File: src/rtl/i2s_pkg.sv
// Shared constants and helpers for the I2S microphone receiver.
package i2s_pkg;

  localparam int FRAME_BITS = 64;
  localparam int SLOT_BITS  = 32;

  typedef enum logic {
    LEFT  = 1'b0,
    RIGHT = 1'b1
  } i2s_channel_e;

  // Accumulator holds REDUCE_FACTOR sign-extended words without overflow.
  function automatic int acc_width(input int data_size, input int reduce_factor);
    return data_size + $clog2(reduce_factor);
  endfunction

endpackage

File: src/rtl/i2s_sck_gen.sv
// Bit-clock divider: toggles i2s_clk every HALF system clocks and flags
// the cycle on which each rising or falling transition is registered.
module i2s_sck_gen #(
  parameter int HALF = 33
) (
  input  logic clk,
  input  logic rst_n,
  output logic i2s_clk,
  output logic rise_tick,
  output logic fall_tick
);

  localparam int CNT_W = (HALF > 1) ? $clog2(HALF) : 1;

  logic [CNT_W-1:0] div_cnt;
  logic             wrap;

  assign wrap      = (div_cnt == CNT_W'(HALF - 1));
  assign rise_tick = wrap && !i2s_clk;
  assign fall_tick = wrap && i2s_clk;

  always_ff @(posedge clk) begin
    if (!rst_n) begin
      div_cnt <= '0;
      i2s_clk <= 1'b0;
    end else if (wrap) begin
      div_cnt <= '0;
      i2s_clk <= ~i2s_clk;
    end else begin
      div_cnt <= div_cnt + 1'b1;
    end
  end

endmodule

File: src/rtl/i2s_mic_rx.sv
// I2S master receiver for one MEMS mic: captures one channel slot per frame,
// drops the settling frames, and averages REDUCE_FACTOR words per PCM sample.
module i2s_mic_rx
  import i2s_pkg::*;
#(
  parameter int DATA_SIZE      = 24,
  parameter int CLK_FREQ       = 100_000_000,
  parameter int I2S_CLK_FREQ   = 1_500_000,
  parameter int REDUCE_FACTOR  = 2,
  parameter int CHANNEL        = 0,
  parameter int STARTUP_FRAMES = 4096
) (
  input  logic                        clk,
  input  logic                        rst_n,
  output logic                        i2s_clk,
  output logic                        i2s_ws,
  input  logic                        i2s_sd,
  output logic signed [DATA_SIZE-1:0] pcm_out,
  output logic                        pcm_ready
);

  localparam int HALF  = CLK_FREQ / (2 * I2S_CLK_FREQ);
  localparam int SHIFT = $clog2(REDUCE_FACTOR);
  localparam int ACC_W = acc_width(DATA_SIZE, REDUCE_FACTOR);
  localparam int RED_W = (SHIFT > 0) ? SHIFT : 1;
  localparam int SU_W  = $clog2(STARTUP_FRAMES + 2);
  localparam int BIT_W = $clog2(FRAME_BITS);

  localparam i2s_channel_e     SLOT_CH  = (CHANNEL == 0) ? LEFT : RIGHT;
  localparam logic [BIT_W-1:0] SLOT_OFS = (SLOT_CH == RIGHT) ? BIT_W'(SLOT_BITS) : '0;
  localparam logic [BIT_W-1:0] LAST_IDX = BIT_W'(DATA_SIZE);

  if (REDUCE_FACTOR < 1 || (REDUCE_FACTOR & (REDUCE_FACTOR - 1)) != 0) begin : g_bad_reduce
    $error("i2s_mic_rx: REDUCE_FACTOR must be a power of two >= 1");
  end
  if (DATA_SIZE < 1 || DATA_SIZE > SLOT_BITS - 1) begin : g_bad_size
    $error("i2s_mic_rx: DATA_SIZE must be within 1..31");
  end
  if (HALF < 2) begin : g_bad_half
    $error("i2s_mic_rx: CLK_FREQ / (2*I2S_CLK_FREQ) must be at least 2");
  end

  // Floor-rounded mean: arithmetic shift of the full-width sum.
  function automatic logic signed [DATA_SIZE-1:0] floor_avg(
    input logic signed [ACC_W-1:0] sum
  );
    return DATA_SIZE'(sum >>> SHIFT);
  endfunction

  logic                        rise_tick;
  logic                        fall_tick;
  logic [BIT_W-1:0]            bit_cnt;
  logic [BIT_W-1:0]            slot_idx;
  logic                        in_slot;
  logic [DATA_SIZE-1:0]        shift_reg;
  logic                        last_bit_p0;
  logic                        word_vld_p1;
  logic signed [DATA_SIZE-1:0] word_p1;
  logic [SU_W-1:0]             startup_cnt;
  logic                        startup_done;
  logic signed [ACC_W-1:0]     acc;
  logic signed [ACC_W-1:0]     acc_sum;
  logic [RED_W-1:0]            red_cnt;
  logic                        red_last;

  i2s_sck_gen #(
    .HALF(HALF)
  ) u_sck_gen (
    .clk      (clk),
    .rst_n    (rst_n),
    .i2s_clk  (i2s_clk),
    .rise_tick(rise_tick),
    .fall_tick(fall_tick)
  );

  // Slot position relative to the captured channel; index 1 carries the MSB
  // because I2S data lags word select by one bit clock.
  assign slot_idx = bit_cnt - SLOT_OFS;
  assign in_slot  = (slot_idx != '0) && (slot_idx <= LAST_IDX);

  // Stage p0: frame position, word select and serial capture
  always_ff @(posedge clk) begin
    if (!rst_n) begin
      bit_cnt     <= '0;
      i2s_ws      <= 1'b0;
      shift_reg   <= '0;
      last_bit_p0 <= 1'b0;
    end else begin
      last_bit_p0 <= rise_tick && (slot_idx == LAST_IDX);
      if (fall_tick) begin
        bit_cnt <= bit_cnt + 1'b1;
        // WS follows the MSB of the incremented bit counter.
        i2s_ws  <= bit_cnt[BIT_W-1] ^ (&bit_cnt[BIT_W-2:0]);
      end
      if (rise_tick && in_slot) begin
        shift_reg <= DATA_SIZE'({shift_reg, i2s_sd});
      end
    end
  end

  // Stage p1: completed word
  always_ff @(posedge clk) begin
    if (!rst_n) begin
      word_vld_p1 <= 1'b0;
    end else begin
      word_vld_p1 <= last_bit_p0;
    end
  end

  always_ff @(posedge clk) begin
    if (last_bit_p0) begin
      word_p1 <= shift_reg;
    end
  end

  assign startup_done = (startup_cnt == SU_W'(STARTUP_FRAMES));
  assign acc_sum      = acc + ACC_W'(word_p1);
  assign red_last     = (red_cnt == RED_W'(REDUCE_FACTOR - 1));

  // Stage p2: settling discard and decimation
  always_ff @(posedge clk) begin
    if (!rst_n) begin
      startup_cnt <= '0;
      acc         <= '0;
      red_cnt     <= '0;
      pcm_out     <= '0;
      pcm_ready   <= 1'b0;
    end else begin
      pcm_ready <= 1'b0;
      if (word_vld_p1) begin
        if (!startup_done) begin
          startup_cnt <= startup_cnt + 1'b1;
        end else if (red_last) begin
          pcm_out   <= floor_avg(acc_sum);
          acc       <= '0;
          red_cnt   <= '0;
          pcm_ready <= 1'b1;
        end else begin
          acc     <= acc_sum;
          red_cnt <= red_cnt + 1'b1;
        end
      end
    end
  end

endmodule

File: config.mk
export PLATFORM = sky130hd
export DESIGN_NAME = i2s_mic_rx
export DESIGN_NICKNAME = d
export VERILOG_FILES = /design/src/rtl/i2s_pkg.sv /design/src/rtl/i2s_sck_gen.sv /design/src/rtl/i2s_mic_rx.sv
export SDC_FILE = /design/constraint.sdc
export NUM_CORES = 1
export LEC_CHECK = 0
export ABC_AREA = 0
export BUFFER_PORTS_ARGS = -buffer_cell sky130_fd_sc_hd__buf_2
export CAP_MARGIN = 40
export CELL_PAD_IN_SITES_DETAIL_PLACEMENT = 1
export CELL_PAD_IN_SITES_GLOBAL_PLACEMENT = 2
export CORE_UTILIZATION = 41
export CTS_BUF_LIST = sky130_fd_sc_hd__clkbuf_16
export DETAILED_ROUTE_END_ITERATION = 10
export PLACE_DENSITY = 0.87
export SLEW_MARGIN = 30
export SYNTH_ARGS = -nofsm -noshare
export SYNTH_HDL_FRONTEND = slang
export SYNTH_SLANG_ARGS = --single-unit
File: constraint.sdc
create_clock -name clk -period 4.28 [get_ports clk]
set_input_delay 0.856 -clock clk [delete_from_list [all_inputs] [get_ports clk]]
set_output_delay 0.856 -clock clk [all_outputs]
set_load 0.02 [all_outputs]
==> results of run 1 <==
power groups by stage:
stage / logic (mW) / clock network (mW) / registers, mW
after global routing: 0.0347 / 1.66 / 1.23
after floorplan: 0.0217 / 0 / 1.25
after global placement: 0.0278 / 0 / 1.25
after detailed placement: 0.0318 / 0 / 1.25
final: 0.0310 / 1.57 / 1.23
after CTS: 0.0320 / 1.59 / 1.23
layout make-up:
| cell class | instances | area (um^2) |
|---|---|---|
| fill | 1570 | 7120 |
| multi-input combinational | 432 | 2960 |
| sequential | 128 | 2800 |
| clock buffer | 17 | 425 |
| tap | 180 | 225 |
| clock inverter | 15 | 218 |
| timing repair buffer | 33 | 183 |
| inverter | 15 | 56.3 |
cell usage in the layout (no fill, tap or decap), types with 11 or more instances in the layout:
cell       count
nor2b_1       39
mux2i_1       24
a22o_1        14
edfxtp_1      24
dfxtp_1      103
nand4_1       11
o21ai_0       30
a21oi_1       33
nand3_1       17
nor2_1        30
ha_1          31
xnor2_1       26
nand2_1       48
buf_2         29
clkbuf_16     17
inv_1         15
xor2_1        11
and2_1        17
per-stage QoR:
step	area, um^2	cells	power, mW	hold WS (ps)	util (%)
finish	6870	820	2.83	428	49.1
global route	6870	820	2.92	444	49.1
CTS	6870	820	2.85	431	49.1
detailed placement	6220	788	1.29	418	44.5
global placement	6200	786	1.28	418	44.3
floorplan	5900	595	1.28	408	-
per-layer routing:
metal,up-vias,global-route usage (%),wire [um]
met5,-,0,0
met4,0,7.25,198
met3,19,5.06,361
met2,49,35.7,7080
met1,2153,26.1,6740
li1,2201,-,-
path summary, 6_finish.rpt:
| check | from | to | slack, ps | depth (start not counted) |
|---|---|---|---|---|
| worst max-delay path | startup_cnt[8] | pcm_out[20] | 1400 | 6 |
| worst max register to register | startup_cnt[8] | pcm_out[20] | 1400 | 6 |
| worst min register to register | shift_reg[23] | word_p1[23] | 430 | 0 |
| worst min-delay path | shift_reg[23] | word_p1[23] | 430 | 0 |
cells by family after synthesis:
group	share of synthesized area, %
multiplexers	4.07
AO/OA/AOI/OAI	15.9
AND/OR/NAND/NOR	17.7
XOR/XNOR	5.49
buffers and inverters	2.46
flip-flops	47.5
adder cells (fa/ha/maj)	6.91
worst reg2reg max path: stages (launching register included):
cell	delay [ps]
dfxtp_1	360
nor4_1	560
nand3_1	140
nor2_1	300
nand3_1	520
inv_1	670
a32o_1	270
==> results.rst, run 1 <==
.. list-table::
   :header-rows: 1

   * - Metric
     - Value
   * - Result of the run
     - complete, no violations
   * - Starting Density
     - about 42%
   * - Row Count
     - 43
   * - Floorplan core area
     - 14000 um^2
   * - Total half-perimeter wirelength after legalization and detailed placement
     - ~10 mm
   * - Leak pwr
     - 2.89 nW
   * - Total die area
     - ~15000 um^2
   * - Synth Net Count
     - 630
   * - #FFs+latches synth
     - between 100 and 150
   * - Clock Root Buffer
     - clkbuf_16
   * - Sequential fraction of the synthesis area
     - 47.5%
   * - Clk pin slew, worst setup/hold paths
     - 50 ps
   * - Syn Area/Cell
     - 9.92 um^2
   * - Largest net degree at the start of global routing
     - 46
   * - Clk buf depth
     - 2
   * - Vertical die dimension
     - 122 um
   * - Final antenna-violating net count
     - 0
   * - Number of antenna repair diodes
     - 0
   * - Setup crit start kind
     - flop
   * - Clock Power Share
     - 55.5%
   * - TritonCTS clock tree
     - done
   * - Count of unique library cells instantiated by Yosys
     - 53
   * - Top Family by Delay on Critical Path
     - simple AND/OR/NAND/NOR gates
   * - Boundary Pins
     - 30
   * - Count of flip-flops with a built-in enable after synthesis
     - 24
   * - Via Count
     - 4422
   * - Final-layout setup total negative slack
     - 0 ps
   * - Comb pwr share
     - 1.1%
   * - Number of maximum-capacitance constraint violations
     - 0
   * - Final routed wire length divided by cell count
     - 17.5 um
   * - WP data required
     - 4640 ps
   * - Number of hold-slack violations in the final timing report
     - 0
   * - Level count of the clock H-tree
     - 4
   * - Max VDD drop
     - 0.282 mV
   * - Cells after Synth
     - 595
   * - Cell types with the largest area share after synthesis
     - dfxtp_1 35%, edfxtp_1 12%, ha_1 6.6%
   * - Count leader, synth
     - dfxtp_1
   * - Placer Congestion
     - 0.813
   * - Largest stage delay on the critical path
     - about 660 ps
   * - Pre-Repair DR Iteration Count
     - 6
   * - Worst-Margin Slew
     - around 690 ps
   * - Via count of the first global-routing pass
     - 4639
   * - Layout cells sized above 1
     - 10.9%
   * - Top fanout value on the critical path
     - 14
   * - Number of resized instances in the post-cts repair step
     - 0
   * - Power density over the cells
     - 412 nW/um^2
   * - Unrepaired setup endpoints after global routing
     - no
   * - Register with the most flip-flops
     - acc
   * - Final nets
     - around 660
   * - Switching power as a share of total power
     - 19.9%
   * - CTS buffer count
     - 17
   * - Arrival @ worst endpoint
     - between 3000 and 4000 ps
   * - Critical Path Sink Type
     - flop
   * - Ratio of final minimum period to clock period
     - 67.4%
   * - Die W
     - 122 um
   * - Most common cell on crit path
     - nand3_1
   * - Fraction of registers with async set or reset after synthesis
     - 0%
   * - # Post-CTS Setup Buffers
     - 0
   * - Input/output buffers
     - 29
   * - Synthesized area
     - 5900 um^2
   * - Class of the tightest hold or removal check
     - reg -> reg
   * - Top cell type by total area after synthesis
     - dfxtp_1
   * - Most frequent cells after synthesis
     - 104 x dfxtp_1, 48 x nand2_1, 39 x nor2b_1
   * - Total internal power
     - 2.27 mW
   * - Seq pwr share
     - 43.4%
   * - Time the worst path needs with I/O delays and setup
     - approximately 2900 ps
   * - DRT iter0 DRCs
     - 146
   * - Final number of setup-violating endpoints
     - 0
   * - Max Transition Viols Final
     - 0
   * - Switching component of the power
     - 0.562 mW
   * - Highest attainable clock frequency
     - 347 MHz
   * - Number of flip-flops under the largest register name
     - 25
   * - Critical path, cell by cell
     - nor4_1, nand3_1, nor2_1, nand3_1, inv_1, a32o_1
   * - Cts hold-fix bufs
     - 0
   * - Category of the critical setup timing path
     - reg -> reg
   * - Worst Path Buf+Inv
     - 1
   * - Prevailing post-synth register cell
     - dfxtp_1
   * - Clock sinks
     - 128
   * - Fraction of synthesized cell area taken by the top area cell type
     - 35.3%
   * - Avg Vias per Cell
     - about 5.4
   * - Residual DRC count
     - 0
   * - Slowest CP cell
     - inv_1
   * - Wirelength, routed
     - 14.4 mm
   * - Minimum setup slack in the final design
     - 1400 ps
   * - Clock latency on the worst-skew pair
     - 420 ps
   * - Gr ovfl total
     - 0
   * - Setup slack at placement
     - 1420 ps
   * - Wire length of the first global-routing pass
     - 23.7 mm
   * - Initial antenna violation count
     - 0
   * - Area delta synth->final
     - 16.3%
   * - Overall track demand over capacity in global routing
     - between 20% and 30%
   * - Final clock skew
     - 6.29 ps
   * - Warnings, synthesis
     - 0
   * - Slew HR
     - 53.7%
No activity file was read; power rests on OpenSTA's default activity.
==> inputs of run 2 (changes only) <==
--- a/config.mk
+++ b/config.mk
@@ -10,10 +10,10 @@
 export CAP_MARGIN = 40
 export CELL_PAD_IN_SITES_DETAIL_PLACEMENT = 1
 export CELL_PAD_IN_SITES_GLOBAL_PLACEMENT = 2
-export CORE_UTILIZATION = 41
+export CORE_UTILIZATION = 36
 export CTS_BUF_LIST = sky130_fd_sc_hd__clkbuf_16
 export DETAILED_ROUTE_END_ITERATION = 10
-export PLACE_DENSITY = 0.87
+export PLACE_DENSITY = 0.82
 export SLEW_MARGIN = 30
 export SYNTH_ARGS = -nofsm -noshare
 export SYNTH_HDL_FRONTEND = slang
==> constraint.sdc (replaced) <==
create_clock -name clk -period 2.39 [get_ports clk]
set_input_delay 0.478 -clock clk [delete_from_list [all_inputs] [get_ports clk]]
set_output_delay 0.478 -clock clk [all_outputs]
set_load 0.02 [all_outputs]
==> results.rst, run 2 (same netlist as run 1, synthesis figures left out) <==
.. list-table::
   :header-rows: 1

   * - Metric
     - Value
   * - Result of the run
     - complete, no violations (unchanged)
   * - Most common library cell in the layout ignoring fill and taps
     - dfxtp_1 (unchanged)
   * - Total die area
     - 16900 um^2 (was 14900 um^2)
   * - Final routed wire length divided by cell count
     - 16.8 um (was 17.5 um)
   * - Comb pwr share
     - 1.2% (was 1.1%)
   * - Clock latency on the worst-skew pair
     - 420 ps (about the same)
   * - Total internal power
     - 3.65 mW (was 2.27 mW)
   * - Leak pwr
     - 2.99 nW (was 2.89 nW)
   * - Slew HR
     - 64.5% (was 53.7%)
   * - Final number of setup-violating endpoints
     - 0 (unchanged)
   * - Setup crit start kind
     - flop (unchanged)
   * - Category of the critical setup timing path
     - reg -> reg (unchanged)
   * - Final-layout setup total negative slack
     - 0 ps (unchanged)
   * - Wirelength, routed
     - 14.8 mm (was 14.4 mm)
   * - Initial antenna violation count
     - 1 (was 0)
   * - Arrival @ worst endpoint
     - 2640 ps (was 3240 ps)
   * - WP data required
     - 2700 ps (was 4640 ps)
   * - Switching power as a share of total power
     - 22.4% (was 19.9%)
   * - Residual DRC count
     - 0 (unchanged)
   * - Largest net degree at the start of global routing
     - 57 (was 46)
   * - Placer Congestion
     - 0.837 (was 0.813)
   * - Via count of the first global-routing pass
     - 4886 (was 4639)
   * - Clock Root Buffer
     - clkbuf_16 (unchanged)
   * - Max Transition Viols Final
     - 0 (unchanged)
   * - Boundary Pins
     - 30 (unchanged)
   * - Highest attainable clock frequency
     - 429 MHz (was 347 MHz)
   * - Starting Density
     - 37.0% (was 42.2%)
   * - Input/output buffers
     - 29 (unchanged)
   * - Number of flip-flops under the largest register name
     - 25 (unchanged)
   * - CTS buffer count
     - 17 (unchanged)
   * - Final nets
     - 688 (was 662)
   * - Power density over the cells
     - 659 nW/um^2 (was 412 nW/um^2)
   * - Floorplan core area
     - 15900 um^2 (was 14000 um^2)
   * - Die W
     - 130 um (was 122 um)
   * - Pre-Repair DR Iteration Count
     - 4 (was 6)
   * - Minimum setup slack in the final design
     - 59.3 ps (was 1400 ps)
   * - Worst-Margin Slew
     - 524 ps (was 694 ps)
   * - Max VDD drop
     - 0.510 mV (was 0.282 mV)
   * - Overall track demand over capacity in global routing
     - 18.6% (was 21.1%)
   * - Class of the tightest hold or removal check
     - in -> reg (was reg -> reg)
   * - Switching component of the power
     - 1.05 mW (was 0.562 mW)
   * - Cts hold-fix bufs
     - 0 (unchanged)
   * - Row Count
     - 46 (was 43)
   * - Via Count
     - 4620 (was 4422)
   * - Final design utilization
     - 44.8% (was 49.1%)
   * - Level count of the clock H-tree
     - 4 (unchanged)
   * - Wire length of the first global-routing pass
     - 24.0 mm (was 23.7 mm)
   * - Ratio of final minimum period to clock period
     - 97.5% (was 67.4%)
   * - Seq pwr share
     - 46.7% (was 43.4%)
   * - TritonCTS clock tree
     - done (unchanged)
   * - Avg Vias per Cell
     - 5.23 (was 5.39)
   * - Top fanout value on the critical path
     - 3 (was 14)
   * - Final antenna-violating net count
     - 0 (unchanged)
   * - Layout cells sized above 1
     - 17.4% (was 10.9%)
   * - Gr ovfl total
     - 0 (unchanged)
   * - Number of maximum-capacitance constraint violations
     - 0 (unchanged)
   * - Critical Path Sink Type
     - flop (unchanged)
   * - Clock sinks
     - 128 (unchanged)
   * - Total half-perimeter wirelength after legalization and detailed placement
     - 10.7 mm (was 10.2 mm)
   * - Area delta synth->final
     - 21.0% (was 16.3%)
   * - Final clock skew
     - 6.86 ps (was 6.29 ps)
   * - Vertical die dimension
     - 130 um (was 122 um)
   * - Time the worst path needs with I/O delays and setup
     - 2330 ps (was 2880 ps)
   * - Clk pin slew, worst setup/hold paths
     - 60 ps (was 50 ps)
   * - Number of hold-slack violations in the final timing report
     - 0 (unchanged)
   * - Register with the most flip-flops
     - acc (unchanged)
   * - Clock Power Share
     - 52.1% (was 55.5%)
   * - DRT iter0 DRCs
     - 246 (was 146)
   * - Most frequent cells in the layout
     - 103 x dfxtp_1, 48 x nand2_1, 38 x nor2b_1 (was 103 x dfxtp_1, 48 x nand2_1, 39 x nor2b_1, 33 x a21oi_1, 31 x ha_1)
   * - Setup slack at placement
     - -238 ps (was 1420 ps)
   * - Clk buf depth
     - 2 (unchanged)
-- run 2: changes by cell type in the layout (fill, tap and decap cells not counted), moves of 3 or more --
| cell | before | now |
|---|---|---|
| inv_6 | 0 | 4 |
| ha_1 | 31 | 26 |
| bufinv_16 | 5 | 1 |
| a21oi_1 | 33 | 28 |
| ha_4 | 0 | 3 |
| buf_4 | 2 | 30 |
| a21oi_2 | 1 | 5 |
-- run 2: power groups by stage --
stage | sequential (mW) | clock [mW] | combinational (mW)
2_1_floorplan | 2.24 | 0 | 0.0389
3_3_place_gp | 2.24 | 0 | 0.0541
3_5_place_dp | 2.25 | 0 | 0.0571
4_1_cts | 2.20 | 2.50 | 0.0577
5_1_grt | 2.20 | 2.58 | 0.0627
6_report | 2.20 | 2.45 | 0.0554
-- run 2: worst paths after layout --
check | from | to | slack [ps] | depth (start not counted)
min reg2reg | shift_reg[23] | word_p1[23] | 430 | 0
max | word_p1[0] | acc[21] | 60 | 9
max reg2reg | word_p1[0] | acc[21] | 60 | 9
min | i2s_sd | shift_reg[0] | 350 | 3
-- run 2: per-layer routing --
layer / wire length (um) / track usage (%) / vias up
met5: 0 / 0 / -
met4: 318 / 7.39 / 0
met3: 445 / 5.00 / 25
met2: 7330 / 31.9 / 67
met1: 6730 / 22.1 / 2283
li1: - / - / 2245
-- run 2: through the flow --
stage | instances | area, um^2 | hold WS, ps | power [mW]
6_report | 883 | 7140 | 349 | 4.71
3_5_place_dp | 849 | 6450 | 417 | 2.30
4_1_cts | 881 | 7060 | 334 | 4.76
2_1_floorplan | 595 | 5900 | 408 | 2.28
5_1_grt | 882 | 7140 | 361 | 4.84
3_3_place_gp | 849 | 6450 | 416 | 2.30
-- run 2: what timing repair did --
item | CTS | global route
resized for setup | 8 | 16
setup endpoints to repair | 13 | 17
buffers inserted | 0 | 1
pin swaps | 4 | 11
-- run 2: final cells by class --
| class | instances | area (um^2) |
|---|---|---|
| clock inverters | 15 | 138 |
| fillers | 1802 | 8800 |
| clock buffers | 17 | 425 |
| flip-flops and latches | 128 | 2800 |
| multi-input cells | 432 | 3070 |
| diodes | 1 | 2.50 |
| well taps | 216 | 270 |
| repair buffers | 59 | 370 |
| inverters | 15 | 56.3 |
-- run 2: worst max-delay path, cell delays in order, from the launching register on --
cell	delay (ps)
edfxtp_1	390
ha_2	190
buf_4	120
a21o_1	170
nand4_1	140
nand2_2	90
a32o_2	280
o21a_1	200
or3_4	330
a32o_1	280
